===== src/rtl/mux_sel_reg_pkg.sv =====
// Shared definitions for the registered channel selector.
// Mode encodings and the channel-index width helper.
package mux_sel_reg_pkg;

    typedef enum logic [1:0] {
        MODE_DIRECT = 2'b00,
        MODE_SCAN   = 2'b01,
        MODE_RR     = 2'b10,
        MODE_HOLD   = 2'b11
    } mode_e;

    // Index width for n channels, never narrower than one bit.
    function automatic int chw(input int n);
        return (n > 1) ? $clog2(n) : 1;
    endfunction

endpackage


===== src/rtl/mux_sel_reg_rr_pick.sv =====
// Rotating priority encoder: first valid channel at or after start_i.
// Purely combinational; start_i is always below NCH.
module rr_pick
    import mux_sel_reg_pkg::*;
#(
    parameter  int NCH = 6,
    localparam int SW  = chw(NCH)
) (
    input  logic [NCH-1:0] vld_i,
    input  logic [SW-1:0]  start_i,
    output logic [SW-1:0]  idx_o,
    output logic           gnt_o
);

    // Descending walk so the candidate closest to start_i wins last.
    always_comb begin
        gnt_o = 1'b0;
        idx_o = '0;
        for (int i = NCH - 1; i >= 0; i--) begin
            if (vld_i[(int'(start_i) + i) % NCH]) begin
                gnt_o = 1'b1;
                idx_o = SW'((int'(start_i) + i) % NCH);
            end
        end
    end

endmodule


===== src/rtl/mux_sel_reg.sv =====
// Registered N-channel selector with direct, scan and round-robin modes.
// One-cycle capture into a valid/ready output register with per-channel acks.
module mux_sel_reg
    import mux_sel_reg_pkg::*;
#(
    parameter  int NCH   = 6,
    parameter  int W     = 8,
    parameter  int DWELL = 4,
    localparam int SW    = chw(NCH)
) (
    input  logic           clk,
    input  logic           rst_n,
    input  logic [NCH*W-1:0] in_data,
    input  logic [NCH-1:0] in_valid,
    output logic [NCH-1:0] in_ready,
    input  logic [1:0]     mode,
    input  logic [SW-1:0]  sel,
    output logic [W-1:0]   out_data,
    output logic [SW-1:0]  out_ch,
    output logic           out_valid,
    input  logic           out_ready,
    output logic           sel_err
);

    localparam int NP = 1 << SW;

    logic [W-1:0]    out_data_q, out_data_d;
    logic [SW-1:0]   out_ch_q, out_ch_d;
    logic            out_valid_q, out_valid_d;
    logic            sel_err_q, sel_err_d;
    logic [SW-1:0]   ptr_q, ptr_d;
    logic [SW-1:0]   rr_ptr_q, rr_ptr_d;
    logic [7:0]      dwell_q, dwell_d;
    logic [1:0]      mode_q;
    logic            mode_vld_q;

    logic [NP-1:0]   vld_pad;
    logic [NP*W-1:0] data_pad;
    logic [SW-1:0]   rr_idx, g;
    logic            rr_gnt, grant, cap, sel_ok, chg;

    function automatic logic [SW-1:0] nxt(input logic [SW-1:0] p);
        return (32'(p) == NCH - 1) ? '0 : p + 1'b1;
    endfunction

    assign vld_pad  = NP'(in_valid);
    assign data_pad = (NP*W)'(in_data);

    rr_pick #(.NCH(NCH)) u_rr_pick (
        .vld_i   (in_valid),
        .start_i (rr_ptr_q),
        .idx_o   (rr_idx),
        .gnt_o   (rr_gnt)
    );

    always_comb begin
        sel_ok = 32'(sel) < NCH;
        grant  = 1'b0;
        g      = '0;
        unique case (mode_e'(mode))
            MODE_DIRECT: begin
                g     = sel;
                grant = sel_ok && vld_pad[sel];
            end
            MODE_SCAN: begin
                g     = ptr_q;
                grant = vld_pad[ptr_q];
            end
            MODE_RR: begin
                g     = rr_idx;
                grant = rr_gnt;
            end
            MODE_HOLD: grant = 1'b0;
        endcase
        // No acknowledge may escape while the block is held in reset.
        cap      = rst_n && grant && (!out_valid_q || out_ready);
        in_ready = cap ? (NCH'(1) << g) : '0;
    end

    always_comb begin
        out_data_d  = out_data_q;
        out_ch_d    = out_ch_q;
        out_valid_d = out_valid_q;
        if (cap) begin
            out_data_d  = data_pad[int'(g)*W +: W];
            out_ch_d    = g;
            out_valid_d = 1'b1;
        end else if (out_ready) begin
            out_valid_d = 1'b0;
        end

        sel_err_d = (mode == MODE_DIRECT) && !sel_ok;

        chg      = mode_vld_q && (mode != mode_q);
        dwell_d  = dwell_q;
        ptr_d    = ptr_q;
        rr_ptr_d = rr_ptr_q;
        // Scan timer keeps running through output stalls.
        if (chg) begin
            dwell_d = '0;
        end else if (mode == MODE_SCAN) begin
            if (32'(dwell_q) == DWELL - 1) begin
                dwell_d = '0;
                ptr_d   = nxt(ptr_q);
            end else begin
                dwell_d = dwell_q + 8'd1;
            end
        end
        if (mode == MODE_RR && cap) begin
            rr_ptr_d = nxt(g);
        end
    end

    always_ff @(posedge clk or negedge rst_n) begin
        if (!rst_n) begin
            out_data_q  <= '0;
            out_ch_q    <= '0;
            out_valid_q <= 1'b0;
            sel_err_q   <= 1'b0;
            ptr_q       <= '0;
            rr_ptr_q    <= '0;
            dwell_q     <= '0;
            mode_q      <= MODE_DIRECT;
            mode_vld_q  <= 1'b0;
        end else begin
            out_data_q  <= out_data_d;
            out_ch_q    <= out_ch_d;
            out_valid_q <= out_valid_d;
            sel_err_q   <= sel_err_d;
            ptr_q       <= ptr_d;
            rr_ptr_q    <= rr_ptr_d;
            dwell_q     <= dwell_d;
            mode_q      <= mode;
            mode_vld_q  <= 1'b1;
        end
    end

    assign out_data  = out_data_q;
    assign out_ch    = out_ch_q;
    assign out_valid = out_valid_q;
    assign sel_err   = sel_err_q;

endmodule


===== config.mk =====
export PLATFORM = sky130hd
export DESIGN_NAME = mux_sel_reg
export DESIGN_NICKNAME = d
export VERILOG_FILES = /design/src/rtl/mux_sel_reg_pkg.sv /design/src/rtl/mux_sel_reg_rr_pick.sv /design/src/rtl/mux_sel_reg.sv
export SDC_FILE = /design/constraint.sdc
export NUM_CORES = 1
export LEC_CHECK = 0
export BUFFER_PORTS_ARGS = -buffer_cell sky130_fd_sc_hd__buf_4
export CAP_MARGIN = 0
export CORE_AREA = 8 8 101 103
export CTS_BUF_LIST = sky130_fd_sc_hd__clkbuf_4 sky130_fd_sc_hd__clkbuf_8
export DETAILED_ROUTE_END_ITERATION = 10
export DIE_AREA = 0 0 109 111
export HOLD_SLACK_MARGIN = 0.1
export SYNTH_ARGS = -nofsm -noshare
export SYNTH_HDL_FRONTEND = slang
export SYNTH_HIERARCHICAL = 1
export SYNTH_SLANG_ARGS = --single-unit

===== constraint.sdc =====
create_clock -name clk -period 14.3 [get_ports clk]
set_clock_uncertainty 0.2 [all_clocks]
set_input_delay 4.29 -clock clk [delete_from_list [all_inputs] [get_ports clk]]
set_output_delay 4.29 -clock clk [all_outputs]
set_load 0.03 [all_outputs]

; ---- Yosys cells after proc, flatten, opt, wreduce, memory -nomap -nowiden
; Cells that the tools add are included.
[word_totals]
ff_bits = 30
word_cells = 99
inputBits = 62
output_inout_bits = 19
[classes]
mux = 44
div = 6
bitwise_logic = 1
addsub = 8
n_eq_ne = 7
magnitude_cmp = 9
reduce_logical = 13
shifts = 2
[ops]
columns = operator, n
row1 = "< comparator 32 x 5 -> 1 bit, second input constant", 6
row2 = "modulo 32 x 4 -> 32 bit, second input constant", 5
row3 = variable part select 64 x 7 -> 8 bit, 1
row4 = "modulo 4 x 4 -> 32 bit, second input constant", 1
row5 = binary-select mux 1 bit (select 3 bit), 8
row6 = 2-to-1 mux 3 bit, 8
row7 = 2-to-1 mux 8 bit, 3
row8 = 2-to-1 mux 1 bit, 22
row9 = case mux 3 bit (3 select lines), 1
row10 = "adder 3 x 2 -> 4 bit, second input constant", 2
row11 = "adder 3 x 3 -> 4 bit, second input constant", 2
row12 = "adder 8 x 1 -> 8 bit, second input constant", 1
row13 = "== test 8 x 2 -> 1 bit, second input constant", 1
row14 = "< comparator 3 x 4 -> 1 bit, second input constant", 2
row15 = "adder 3 x 1 -> 3 bit, second input constant", 2
row16 = "== test 3 bit, second input constant", 2
row17 = logical AND 1 bit, 6
row18 = 2-to-1 mux 6 bit, 1
row19 = "left shift 1 x 3 -> 6 bit, first input constant", 1
row20 = "adder 3 x 1 -> 4 bit, second input constant", 1
row21 = "== test 2 bit, second input constant", 2
row22 = case mux 1 bit (4 select lines), 1
row23 = nonzero test 2 bit, 2
row24 = "< comparator 3 bit, second input constant", 1
row25 = other kinds (7), 8

; ---- Longest topological paths before layout
; Gate-level depths: netlist (run 1).
[depth]
depth_word = 15
depth_mapped = 21
ltp_nobuf = 18

; ---- Cells and area by module
; The synthesis (run 1) kept the hierarchy.
[by_module_without_submodules]
columns = module, seq_area_each_um2, cells_per_inst, area_each_um2, instances
row1 = mux_sel_reg, 750.7, 231, 2257.2, 1
row2 = rr_pick, 0.0, 154, 1114.8, 1

; ---- Worst setup path after synthesis (run 1)
; Ideal clock, no wire load.
[synth_timing]
path_type = input port to output port
from = input port in_valid[0]
to = output port in_ready[1]
n_path_buf = 1
setup_slack_ns = 2.616
t_required_ns = 9.810
stages = 11
arrival_time_ns = 7.194
cell_sequence = mux2_2 > o311ai_0 > o21a_1 > nand3_2 > or3_4 > o221a_1 > o22ai_1 > mux2_2 > mux2i_2 > buf_2 > nor3_1
[synth_via]
elab_cells_between_ends = 41
classes_between = shift (1) / mux (37) / reduce/logical (3)
[synth_lines]
columns = item, line_no
row1 = start: declaration, mux_sel_reg.sv:14  ; input logic [NCH-1:0] in_valid,
row2 = binary-select mux 1 bit (select 3 bit), mux_sel_reg_rr_pick.sv:20  ; if (vld_i[(int'(start_i) + i) % NCH]) begin
row3 = 2-to-1 mux 1 bit (not written as such) (2 in a row), mux_sel_reg_rr_pick.sv:20
row4 = 2-to-1 mux 3 bit (5 in a row), mux_sel_reg_rr_pick.sv:20
row5 = 2-to-1 mux 3 bit *, mux_sel_reg_rr_pick.sv:20
row6 = named net rr_idx[0], mux_sel_reg.sv:39  ; logic [SW-1:0] rr_idx, g;
row7 = case mux 3 bit (3 select lines) *, mux_sel_reg.sv:60  ; unique case (mode_e'(mode))
row8 = left shift 1 x 3 -> 6 bit *, mux_sel_reg.sv:77  ; in_ready = cap ? (NCH'(1) << g) : '0;
row9 = 2-to-1 mux 6 bit *, mux_sel_reg.sv:77
row10 = end: declaration, mux_sel_reg.sv:15  ; output logic [NCH-1:0] in_ready,
; Mark *: on every way through the listed nets, which the timed path passes. The rest lies on a longest branch. The select of a mux whose other input is x is not followed.

; ---- Worst setup path after layout (run 1)
[layout_timing]
from = input port in_valid[0]
to = output port in_ready[3]
; The elaborated chain is that of the path after synthesis.

==> flow_metrics.py, run 1 <==
metrics = {
    "sta": {
        "rsz0062_at_grt": "no",
        "setup_viol": 0,
        "hold_viol_final": 0,
        "fin_crit_sh_pct": 85.48,
        "tightest_slew_ps": 938.4,
        "max_freq_mhz": 81.81,
        "maxSlewHeadroom_pct": 36.10,
        "tns_ps": 0,
        "slew_viol_final": 0,
        "period_needed_ps": 12220,
    },
    "finish": {
        "final_core_util_pct": 47.98,
        "mostFrequentLayoutCell": "buf_4",
        "syn_to_final_growth_pct": 21.67,
        "final_cell_mix": "buf_4 (82), mux2i_1 (37), nand2_1 (33)",
        "drive_above_1_share_pct": 28.60,
        "nNetsFinal": 528,
        "diodes": 0,
        "instances_no_fill": 559,
    },
    "clocking": {
        "post-cts-setup-buffers": 0,
        "cts_resized": 0,
        "cts_tree": "done",
        "hold_buffers": 0,
        "root_buffer": "clkbuf_8",
        "cts.sinks": 30,
        "cts-buffers-inserted": 5,
        "cts.clk_slew.worst_paths_ps": 70,
        "clk_latency_ps": 280,
        "clock_path_buffers": 2,
        "htreeDepth": 2,
    },
    "setup_path": {
        "worstSetupPathType": "primary input to output pin",
        "critPathArrivalTime_ps": 7730,
        "critPathRequiredTime_ps": 9810,
        "cp_max_fo": 23,
        "startpoint_type": "primary input",
        "crit_path_end_kind": "output pin",
    },
    "placed_design": {
        "dp.cells": 551,
        "hpwl_um": 7752,
        "portBuffers": 80,
        "place_congestion": 0.9191,
    },
    "floorplanning": {
        "fp.dieH_um": 111,
        "dieArea_um2": 12100,
        "core_area_um2": 8551,
        "rows": 34,
        "dieWidth_um": 109,
        "num_io_pins": 81,
        "start_util_pct": 39.44,
    },
    "logic_synthesis": {
        "synth_fp_nets": 463,
        "async_flop_share_pct": 100.0,
        "synth.area.top_cells": "dfrtp_1 (22%), mux2i_1 (11%), ha_1 (5.9%), mux2_2 (5.7%), o221ai_1 (4.4%)",
        "synth_cell_type_count": 68,
        "syn_avg_cell_area_um2": 8.758,
        "syn_area_um2": 3372,
        "ys_seq_area_share_pct": 22.26,
        "syn_inst": 385,
        "synth_top_area_share_pct": 22.26,
        "ys.flop_type": "dfrtp_1",
        "synth_edf_count": 0,
        "ys_warn_count": 6,
        "yosys_register_bits": 30,
        "synth_top_cell_by_area": "dfrtp_1",
    },
    "detailed_routing": {
        "route.antenna.remaining_nets": 0,
        "wl_um": 10070,
        "first_iter_violations": 193,
        "wl_per_cell_um": 18.01,
        "vias": 3259,
        "first_pass_iters": 5,
        "viasPerCell": 5.830,
        "drcViolationCount": 0,
    },
    "global_route": {
        "track_usage_pct": 16.44,
        "grt-ovfl-total": 0,
        "antenna_found_initial": 0,
        "grt_pass1_vias": 3120,
        "grt_max_degree": 47,
        "grt_pass1_wl_um": 16530,
    },
    "power": {
        "vdd_drop_max_uv": 86.42,
        "power.density_nw_per_um2": 206.3,
        "power_leakage_nw": 1.883,
    },
    "hold_path": {
        "min_path_type": "flip-flop to flip-flop",
    },
    "outcome": {
        "outcome": "finished, final reports clean",
    },
    "flow_run": {
        "cap_violations": 0,
    },
}
## cell usage after synthesis, types with 4 or more instances
cell / n
nor2_1: 19
a21oi_1: 21
nand2_1: 33
a221oi_1: 4
inv_1: 15
nand4b_1: 9
and3_1: 5
xnor2_1: 4
nor3b_1: 9
ha_1: 16
clkbuf_1: 14
mux2i_1: 37
nor2b_1: 6
o21ai_0: 16
dfrtp_1: 30
o221ai_1: 17
nor3_1: 15
nand3_1: 7
mux2_2: 17
nand2b_1: 12
o211ai_1: 10
## worst max-delay path, cell delays in order
cell	delay (ps)
buf_4	130
mux2_2	310
o311ai_0	300
o21a_1	190
nand3_2	130
or3_4	400
a21oi_1	130
o22ai_1	110
mux2_2	380
mux2i_4	770
nor2_1	90
ha_1	210
inv_1	50
nor2_1	50
buf_4	210
## cell families (layout without fill, tap and decap cells)
kind of cell,count (synthesis),in the layout,share of synthesized area [%]
and+or+nand+nor,135,135,22.00
xor gates and xnor gates,8,8,2.523
buffers and inverters,40,106,5.454
other,1,1,0.1112
DFF,30,30,22.26
adders and majority gates,16,16,5.937
muxes,61,61,20.52
AOI/OAI and AO/OA,94,94,21.19
## worst paths after layout
path / start / depth (start not counted) / slack [ps] / end
max in group asynchronous: rst_n / 1 / 9840 / out_data[4]
hold / removal: out_data[5] / 1 / 310 / out_data[5]
setup reg to reg: rr_ptr_q[0] / 17 / 8050 / out_data[2]
min in group asynchronous: rst_n / 1 / 3730 / out_data[6]
hold reg to reg: out_data[5] / 1 / 310 / out_data[5]
setup / recovery: in_valid[0] / 15 / 2080 / in_ready[3]
## flip-flops by register name, indices dropped and copies added, names as in the netlist
register / count
dwell_q: 8
out_data: 8
out_ch: 3
ptr_q: 3
rr_ptr_q: 3
mode_q: 2
mode_vld_q: 1
out_valid: 1
sel_err: 1
## layout make-up
type / instances / area [um2]
timing repair buffer: 82 / 615.6
clock inverter: 2 / 12.51
fill: 834 / 4448
tap: 108 / 135.1
multi-input combinational: 315 / 2446
sequential: 30 / 750.7
clock buffer: 6 / 82.58
inverter: 16 / 60.06
## per-layer routing
layer  track usage [%]  wire [um]  up-vias
met5                 0          0        -
met4             4.110        144        0
met3             3.256        745       13
met2             24.73       4584       98
met1             23.17       4593     1565
li1                  -          -     1583
## power by group
part / switching [W] / internal [W] / total (W) / leakage [nW]
registers: 0.0000331 / 0.000106 / 0.000139 / 0.384
clock network: 0.0000354 / 0.0000387 / 0.0000741 / 0.0472
logic: 0.000367 / 0.000266 / 0.000633 / 1.45
## through the flow
step	setup WS, ps	hold WS, ps	instance area [um2]	total power [W]
floorplan	2616	285.9	3372	0.0006148
detailed placement	2066	296.0	4008	0.0007681
global route	1792	327.8	4103	0.0009170
finish	2076	307.3	4103	0.0008463
CTS	2065	311.5	4103	0.0008455
global placement	2176	291.6	4008	0.0007641
Power figures use the tool's default switching activity.
==> run 2: changes to the inputs <==
- CORE_AREA: 8 8 101 103 -> 8 8 84 124
- DIE_AREA: 0 0 109 111 -> 0 0 92 132
==> run 2 against run 1 <==
Maximum frequency increased by 0.19%; worst setup slack better by 23 ps; flip-flop and latch count is the same; largest power group unchanged.
==> flow_metrics.py, run 2 (same netlist as run 1, synthesis figures left out) <==
metrics = {
    "outcome": {
        "outcome": "finished, final reports clean",
    },
    "hold_path": {
        "min_path_type": "flip-flop to flip-flop",
        "worstHoldStart": "out_data[4]",
        "hold_end": "out_data[4]",
        "hold_depth": 1,
    },
    "finish": {
        "mostFrequentLayoutCell": "buf_4",
        "diodes": 0,
        "syn_to_final_growth_pct": 22.19,
        "nNetsFinal": 530,
        "drive_above_1_share_pct": 28.92,
        "fillers": 877,
        "final_cell_mix": "buf_4 (84), mux2i_1 (37), nand2_1 (33)",
    },
    "floorplanning": {
        "core_area_um2": 8618,
        "dieWidth_um": 92,
        "dieArea_um2": 12140,
        "fp.dieH_um": 132,
        "num_io_pins": 81,
        "rows": 42,
        "start_util_pct": 39.13,
    },
    "clocking": {
        "clock_path_buffers": 2,
        "root_buffer": "clkbuf_8",
        "cts_tree": "done",
        "cts_resized": 0,
        "hold_buffers": 0,
        "post-cts-setup-buffers": 0,
        "htreeDepth": 2,
        "cts.clk_slew.worst_paths_ps": 60,
        "cts-buffers-inserted": 5,
        "clk_latency_ps": 290,
        "cts.sinks": 30,
    },
    "setup_path": {
        "worstSetupPathType": "primary input to output pin",
        "critPathArrivalTime_ps": 7710,
        "critPathRequiredTime_ps": 9810,
        "cp-startpoint": "in_valid[0]",
        "path_cells": "buf_4 -> mux2_2 -> o311ai_0 -> o21a_1 -> nand3_2 -> or3_4 -> a21oi_1 -> o22ai_1 -> mux2_2 -> mux2i_4 -> nor2_1 -> ha_1 -> inv_1 -> nor2_1 -> buf_4",
        "r2r_setup_slack_ps": 8060,
        "startpoint_type": "primary input",
        "cp_max_fo": 23,
        "worst_r2r_startpoint": "rr_ptr_q[0]",
        "crit_path_end_kind": "output pin",
        "reg2reg_depth": 18,
        "reg2reg_to": "rr_ptr_q[2]",
        "cp_slowest_stage_delay_ps": 760,
        "slowest_stage": "mux2i_4",
    },
    "power": {
        "power_leakage_nw": 1.893,
        "p_seq_share_pct": 16.4,
        "vdd_drop_max_uv": 142.9,
        "switching_share_pct": 51.55,
        "share_comb_of_total_power_pct": 75.1,
        "clkPwrFrac_pct": 8.5,
        "power.density_nw_per_um2": 207.8,
        "power.switching_w": 0.0004413,
        "p_int_w": 0.0004148,
    },
    "sta": {
        "tns_ps": 0,
        "maxSlewHeadroom_pct": 36.71,
        "period_needed_ps": 12200,
        "hold_viol_final": 0,
        "fin_crit_sh_pct": 85.32,
        "tightest_slew_ps": 929.5,
        "max_freq_mhz": 81.96,
        "slew_viol_final": 0,
        "rsz0062_at_grt": "no",
        "setup_slack_ps": 2099,
        "holdWs_ps": 306.7,
        "setup_viol": 0,
    },
    "detailed_routing": {
        "wl_per_cell_um": 18.67,
        "viasPerCell": 5.849,
        "route.antenna.remaining_nets": 0,
        "first_iter_violations": 129,
        "first_pass_iters": 4,
        "drcViolationCount": 0,
        "wl_um": 10510,
        "vias": 3293,
    },
    "global_route": {
        "antenna_found_initial": 0,
        "grt_pass1_wl_um": 16910,
        "grt_max_degree": 47,
        "track_usage_pct": 17.23,
        "grt-ovfl-total": 0,
        "grt_pass1_vias": 3270,
    },
    "placed_design": {
        "portBuffers": 80,
        "place_ws_ps": 2058,
        "hpwl_um": 8340,
        "place_congestion": 0.9162,
    },
    "flow_run": {
        "cap_violations": 0,
    },
}
-- run 2: cell types whose count changed in the layout (fill, tap and decap cells not counted) --
cell	before	now
buf_4	82	84
-- run 2: routing by layer --
metal	track usage [%]	vias up	wire [um]
met1	16.96	1605	3961
met4	7.831	0	310
met3	2.395	16	414
met5	0	-	0
met2	33.68	89	5826
li1	-	1583	-
-- run 2: final cells by class --
cell class | instances | area [um2] | share of cell area, %
clock inverter | 2 | 12.51 | 0.3037
timing repair buffer | 84 | 630.6 | 15.31
clock buffer | 6 | 82.58 | 2.004
inverter | 16 | 60.06 | 1.458
multi-input combinational | 315 | 2446 | 59.37
tap | 110 | 137.6 | 3.340
sequential | 30 | 750.7 | 18.22
-- run 2: per-stage QoR --
step,cell area (um2),power [W],cells,utilization [%]
after detailed placement,4025,0.0007847,555,46.70
after global placement,4025,0.0007789,555,46.70
after CTS,4120,0.0008600,563,47.81
final,4120,0.0008561,563,47.81
after global routing,4120,0.0009284,563,47.81
after floorplan,3372,0.0006148,385,-
-- run 2: worst max path at each step --
stage / to / slack (ps) / depth (start not counted)
after CTS: in_ready[3] / 2060 / 15
after detailed placement: in_ready[3] / 2060 / 15
after global routing: in_ready[3] / 1810 / 15
after floorplan: in_ready[1] / 2620 / 11
final: in_ready[3] / 2100 / 15
after global placement: in_ready[3] / 2150 / 15
-- run 2: power groups by stage --
stage,Combinational (W),Clock [W],Sequential [W]
6_report,0.000643,0.0000725,0.000140
5_1_grt,0.000705,0.0000795,0.000144
4_1_cts,0.000644,0.0000758,0.000140
3_5_place_dp,0.000643,0,0.000142
3_3_place_gp,0.000639,0,0.000140
2_1_floorplan,0.000459,0,0.000156
-- run 2: critical path, delay by kind of cell --
kind,cells,cell delay (ps)
AOI/OAI and AO/OA,4,710
and+or+nand+nor,4,660
adders and majority gates,1,220
buffers and inverters,3,380
muxes,3,1430
